`src/rtl/cf_sweep_driver_if.sv`:
```
// Drive, capture and result bundle between cf_sweep_driver (master) and the
// environment hosting the CF_ block (slave). mismatch/mismatch_idx exist only with CF_SWEEP_CHECK_EN.
interface cf_sweep_driver_if;
    logic        start;
    logic        y;
    logic        a;
    logic        b;
    logic        c;
    logic        d;
    logic        e;
    logic        busy;
    logic        done;
    logic [31:0] truth_table;
    logic [5:0]  ones_count;
`ifdef CF_SWEEP_CHECK_EN
    logic        mismatch;
    logic [4:0]  mismatch_idx;

    modport master (
        input  start, y,
        output a, b, c, d, e, busy, done, truth_table, ones_count, mismatch, mismatch_idx
    );
    modport slave (
        output start, y,
        input  a, b, c, d, e, busy, done, truth_table, ones_count, mismatch, mismatch_idx
    );
`else
    modport master (
        input  start, y,
        output a, b, c, d, e, busy, done, truth_table, ones_count
    );
    modport slave (
        output start, y,
        input  a, b, c, d, e, busy, done, truth_table, ones_count
    );
`endif
endinterface

```
`src/rtl/cf_sweep_driver.sv`:
```
// Exhaustive 32-vector sweep driver and truth-table capture for CF_ blocks.
// Optional golden compare is enabled by defining CF_SWEEP_CHECK_EN.
module cf_sweep_driver #(
    parameter int unsigned SETTLE_CYCLES = 1
`ifdef CF_SWEEP_CHECK_EN
    , parameter logic [31:0] EXPECTED = 32'hFFFF_111F
`endif
) (
    input  logic               clk,
    input  logic               rst_n,
    cf_sweep_driver_if.master  bus
);

    typedef enum logic {
        IDLE   = 1'b0,
        SETTLE = 1'b1
    } state_t;

    localparam logic [3:0] LAST_COUNT = 4'(SETTLE_CYCLES - 1);

    state_t      state_r;
    logic [4:0]  index_r;
    logic [3:0]  count_r;
    logic        busy_r;
    logic        done_r;
    logic [31:0] truth_table_r;
    logic [5:0]  ones_count_r;
`ifdef CF_SWEEP_CHECK_EN
    logic        mismatch_r;
    logic [4:0]  mismatch_idx_r;
`endif

    // Sweep sequencer: index doubles as the drive vector and rests at 0 while idle.
    always_ff @(posedge clk or negedge rst_n) begin
        if (!rst_n) begin
            state_r        <= IDLE;
            index_r        <= 5'd0;
            count_r        <= 4'd0;
            busy_r         <= 1'b0;
            done_r         <= 1'b0;
            truth_table_r  <= 32'd0;
            ones_count_r   <= 6'd0;
`ifdef CF_SWEEP_CHECK_EN
            mismatch_r     <= 1'b0;
            mismatch_idx_r <= 5'd0;
`endif
        end else begin
            done_r <= 1'b0;
            case (state_r)
                IDLE: begin
                    if (bus.start) begin
                        state_r        <= SETTLE;
                        busy_r         <= 1'b1;
                        index_r        <= 5'd0;
                        count_r        <= 4'd0;
                        truth_table_r  <= 32'd0;
                        ones_count_r   <= 6'd0;
`ifdef CF_SWEEP_CHECK_EN
                        mismatch_r     <= 1'b0;
                        mismatch_idx_r <= 5'd0;
`endif
                    end else begin
                        busy_r  <= 1'b0;
                        index_r <= 5'd0;
                        count_r <= 4'd0;
                    end
                end
                SETTLE: begin
                    if (count_r == LAST_COUNT) begin
                        truth_table_r[index_r] <= bus.y;
                        ones_count_r           <= ones_count_r + {5'd0, bus.y};
                        count_r                <= 4'd0;
`ifdef CF_SWEEP_CHECK_EN
                        // Only the first disagreement is recorded.
                        if ((bus.y != EXPECTED[index_r]) && !mismatch_r) begin
                            mismatch_r     <= 1'b1;
                            mismatch_idx_r <= index_r;
                        end else begin
                            mismatch_r     <= mismatch_r;
                        end
`endif
                        if (index_r == 5'd31) begin
                            state_r <= IDLE;
                            busy_r  <= 1'b0;
                            done_r  <= 1'b1;
                            index_r <= 5'd0;
                        end else begin
                            index_r <= index_r + 5'd1;
                        end
                    end else begin
                        count_r <= count_r + 4'd1;
                    end
                end
                default: begin
                    state_r <= IDLE;
                    busy_r  <= 1'b0;
                    index_r <= 5'd0;
                    count_r <= 4'd0;
                end
            endcase
        end
    end

    assign {bus.a, bus.b, bus.c, bus.d, bus.e} = index_r;
    assign bus.busy        = busy_r;
    assign bus.done        = done_r;
    assign bus.truth_table = truth_table_r;
    assign bus.ones_count  = ones_count_r;
`ifdef CF_SWEEP_CHECK_EN
    assign bus.mismatch     = mismatch_r;
    assign bus.mismatch_idx = mismatch_idx_r;
`endif

endmodule

```
`src/flat_wrapper.sv`:
```
// flat-port wrapper written by rule: the top's interface ports become plain ports
module cf_sweep_driver_flat 
#(
    parameter int unsigned SETTLE_CYCLES = 1

)
  (clk, rst_n, bus_start, bus_y, bus_a, bus_b, bus_c, bus_d, bus_e, bus_busy, bus_done, bus_truth_table, bus_ones_count);
  cf_sweep_driver_if bus_i ();
  input  logic clk;
  input  logic rst_n;
  input wire logic [$bits(bus_i.start)-1:0] bus_start;
  input wire logic [$bits(bus_i.y)-1:0] bus_y;
  output wire logic [$bits(bus_i.a)-1:0] bus_a;
  output wire logic [$bits(bus_i.b)-1:0] bus_b;
  output wire logic [$bits(bus_i.c)-1:0] bus_c;
  output wire logic [$bits(bus_i.d)-1:0] bus_d;
  output wire logic [$bits(bus_i.e)-1:0] bus_e;
  output wire logic [$bits(bus_i.busy)-1:0] bus_busy;
  output wire logic [$bits(bus_i.done)-1:0] bus_done;
  output wire logic [$bits(bus_i.truth_table)-1:0] bus_truth_table;
  output wire logic [$bits(bus_i.ones_count)-1:0] bus_ones_count;
  assign bus_i.start = bus_start;
  assign bus_i.y = bus_y;
  assign bus_a = bus_i.a;
  assign bus_b = bus_i.b;
  assign bus_c = bus_i.c;
  assign bus_d = bus_i.d;
  assign bus_e = bus_i.e;
  assign bus_busy = bus_i.busy;
  assign bus_done = bus_i.done;
  assign bus_truth_table = bus_i.truth_table;
  assign bus_ones_count = bus_i.ones_count;
  cf_sweep_driver #(.SETTLE_CYCLES(SETTLE_CYCLES)) u_core (.clk(clk), .rst_n(rst_n), .bus(bus_i));
endmodule
```
`config.mk`:
```
export PLATFORM = sky130hd
export DESIGN_NAME = cf_sweep_driver_flat
export DESIGN_NICKNAME = d
export VERILOG_FILES = /design/src/rtl/cf_sweep_driver_if.sv /design/src/rtl/cf_sweep_driver.sv /design/src/flat_wrapper.sv
export SDC_FILE = /design/constraint.sdc
export NUM_CORES = 1
export LEC_CHECK = 0
export BUFFER_PORTS_ARGS = -buffer_cell sky130_fd_sc_hd__buf_2
export CAP_MARGIN = 15
export CORE_MARGIN = 2
export CORE_UTILIZATION = 40
export CTS_BUF_LIST = sky130_fd_sc_hd__clkbuf_16
export CTS_CLUSTER_DIAMETER = 100
export DETAILED_ROUTE_END_ITERATION = 8
export GPL_TIMING_DRIVEN = 0
export PLACE_DENSITY_LB_ADDON = 0.08
export SYNTH_ARGS = -nofsm -noshare
export SYNTH_HDL_FRONTEND = slang
export SYNTH_SLANG_ARGS = --single-unit
```
`constraint.sdc`:
```
create_clock -name clk -period 2.3 [get_ports clk]
set_input_delay 0.23 -clock clk [delete_from_list [all_inputs] [get_ports clk]]
set_output_delay 0.23 -clock clk [all_outputs]
set_load 0.005 [all_outputs]
```
==> reports/metrics.yaml <==
status: "completed"
crit_family: "flip-flops"
worst_pin_slew_ps: 540.5
wl_per_cell_um: 17.75
powerDensity_nw_per_um2: 1312
crit_top_cell: "ha_1"
fin_crit_ps: 2026
pre_cts_slack_ps: 321.7
synth_common_cells: "dfrtp_1 (50), nand2_1 (37), mux2i_1 (19), nand3_1 (19)"
vias: 2277
syn_area_per_cell_um2: 10.25
fin_crit_sh_pct: 88.11
place.gp.congestion: 0.8045
htreeDepth: 2
syn_inst: 264
worst_setup_path_end_kind: "flip-flop"
synth_edf_count: 0
synthMostInstantiatedCell: "dfrtp_1"
drtIter0Drc: 179
cp_num_buf_inv: 1
synth_nets: 279
leakagePower_nw: 1.656
power_mw: 4.254
fmax_mhz: 493.5
critPathMaxStageDelay_ps: 460
cts_buffers: 5
die-height_um: 86.24
fill_cells: 634
regArea_um2: 1251
fp-row-count: 29
min_from: "bus_start"
critPathLaunch: "u_core.index_r[1]$_DFFE_PN0P_"
cts_tree: "built"
synth_cell_types: 49
dr.pass1.iters: 6
cap_violations: 0
hpwl_um: 5011
grt_usage_pct: 19.93
syn-cell-area_um2: 2705
postCtsSetupBuffers: 0
worst-r2r-setup-slack_ps: 270
multi_input_area_um2: 1284
yosys-top-cells-area: "dfrtp_1 (46%), mux2i_1 (7.0%), nand2_1 (5.1%)"
clk_pin_slew_ps: 70
crit_type: "flip-flop to flip-flop"
yosys_warnings: 0
setup-tns-final_ps: 0
hold_viol_final: 0
grt_max_degree: 51
maxSlewViolCount: 0
worstPathArrival_ps: 2200
ys.flop_type: "dfrtp_1"
n_antenna_cell: 0
yosys.area.top_type_share_pct: 46.25
viasPerCell: 5.707
synthArstFlopShare_pct: 100.0
utilization_pct: 50.19
die_area_um2: 7436
core_area_um2: 6459
drc: 0
clock_latency_ps: 300
drive_above_1_share_pct: 24.22
synth_top_area_cell: "dfrtp_1"
nets: 336
final.setup_skew_ps: 7.187
clock_sinks: 50
hp-class: "input pin to flip-flop"
rsz0062_at_grt: "false"
ir_worst_vdd_uv: 613.3
cp_max_fo: 10
port_buffers: 48
reg2reg_from: "u_core.index_r[1]$_DFFE_PN0P_"
critPathLaunchType: "flip-flop"
ant_nets: 0
pin_count: 49
synthToLayoutAreaGrowth_pct: 19.84
slowest_stage: "dfrtp_1"
grt_pass1_wl_um: 11410
slew_headroom_pct: 63.97
path_cells: "ha_1 -> clkbuf_1 -> and3_1 -> ha_1 -> nor4b_1 -> a211o_1"
antenna_found_initial: 0
setup_violations: 0
wirelength_um: 7083
die_w_um: 86.24
fin_ws_ps: 273.5
required_ps: 2470
start_util_pct: 41.88
ys_seq_area_share_pct: 46.25
grt_overflow_total: 0
cts_buffer_depth: 2
ys_ff_latch: 50
root_buffer: "clkbuf_16"
grt_pass1_vias: 2188
==> metal layers <==
metal  vias up  GRT usage [%]  wire length (µm)
li1       1076              -                 -
met1      1132          28.38              3344
met2        56          30.73              3315
met3        13          3.714               300
met4         0          6.676               123
met5         -              0                 0
==> power breakdown <==
| group | switching, mW | leakage [nW] | internal, mW | total, mW |
|---|---|---|---|---|
| clock network | 0.342 | 0.0760 | 0.513 | 0.856 |
| logic | 1.08 | 0.958 | 0.830 | 1.91 |
| registers | 0.245 | 0.622 | 1.25 | 1.49 |
| total | 1.66 | 1.66 | 2.59 | 4.25 |
==> worst reg2reg max path, delay by kind of cell (launching register included) <==
kind	cells	cell delay, ps
DFF	1	460
AOI/OAI and AO/OA	1	310
and+or+nand+nor	2	350
adders and majority gates	2	400
buffers and inverters	1	400
==> cell type report <==
cell class	instances	area share, %
inverters	9	1.042
plain buffers	23	4.207
flip-flops and latches	50	38.60
well taps	77	2.972
clock inverters	3	1.389
multi-input cells	182	39.60
repair buffers	50	8.337
clock buffers	5	3.860
==> final timing paths <==
kind                                                          to  depth (start not counted)
max in group asynchronous          u_core.index_r[0]$_DFFE_PN0P_                          3
max reg2reg                        u_core.index_r[2]$_DFFE_PN0P_                          6
min reg2reg                 u_core.bus.ones_count[5]$_DFFE_PN0P_                          1
max                                u_core.index_r[2]$_DFFE_PN0P_                          6
min in group asynchronous  u_core.bus.truth_table[1]$_DFFE_PN0P_                          2
min                                     u_core.state_r$_DFF_PN0_                          3
==> layout by cell type, fill, tap and decap left out, types with 2 or more instances in the layout <==
cell type   count
and3_1          5
nor2b_1         2
clkbuf_1        9
o21ai_1         2
a31oi_1         5
o41ai_1         3
ha_1           11
clkinvlp_4      2
nand3_1        19
clkbuf_16       5
mux2i_1        19
dfrtp_1        50
buf_4           3
o311ai_0        2
buf_2          55
nor2_1          5
o221ai_1        8
and2_1          4
xnor2_1         2
or3_1           3
a211o_1         3
nand2_1        37
nor4b_1         2
nand4b_1        3
o21ai_0         8
buf_6           4
nand4_1        11
nand4bb_1       2
inv_1           9
nand2b_1        3
o311ai_1        3
==> repair_timing <==
item                      4_1_cts  5_1_grt
hold endpoints to repair        0       14
gates resized for setup         0        0
hold buffers                    0        1
==> sequential cells by signal (all words and copies together), names as in the netlist <==
| name | flops |
|---|---|
| u_core.bus.truth_table | 32 |
| u_core.index_r | 5 |
| u_core.bus.done | 1 |
| u_core.bus.ones_count | 6 |
| u_core.state_r | 1 |
| u_core.count_r | 4 |
| u_core.bus.busy | 1 |
==> stage by stage <==
step / hold WS, ps / std cells / area, µm²
after floorplan: -65.59 / 264 / 2705
after global placement: 461.8 / 389 / 3042
after detailed placement: 477.2 / 389 / 3042
after CTS: 203.4 / 397 / 3212
after global routing: 308.6 / 399 / 3242
final: 268.4 / 399 / 3242
==> kinds of logic (layout without fill, tap and decap cells) <==
family | after synthesis | after routing | share of synthesized area [%]
DFF | 50 | 50 | 46.25
buffers and inverters | 32 | 90 | 6.290
and+or+nand+nor | 107 | 107 | 22.80
muxes | 19 | 19 | 7.030
xor gates and xnor gates | 3 | 3 | 0.9715
adders and majority gates | 11 | 11 | 5.088
AOI/OAI and AO/OA | 42 | 42 | 11.56
Power figures use the tool's default switching activity.
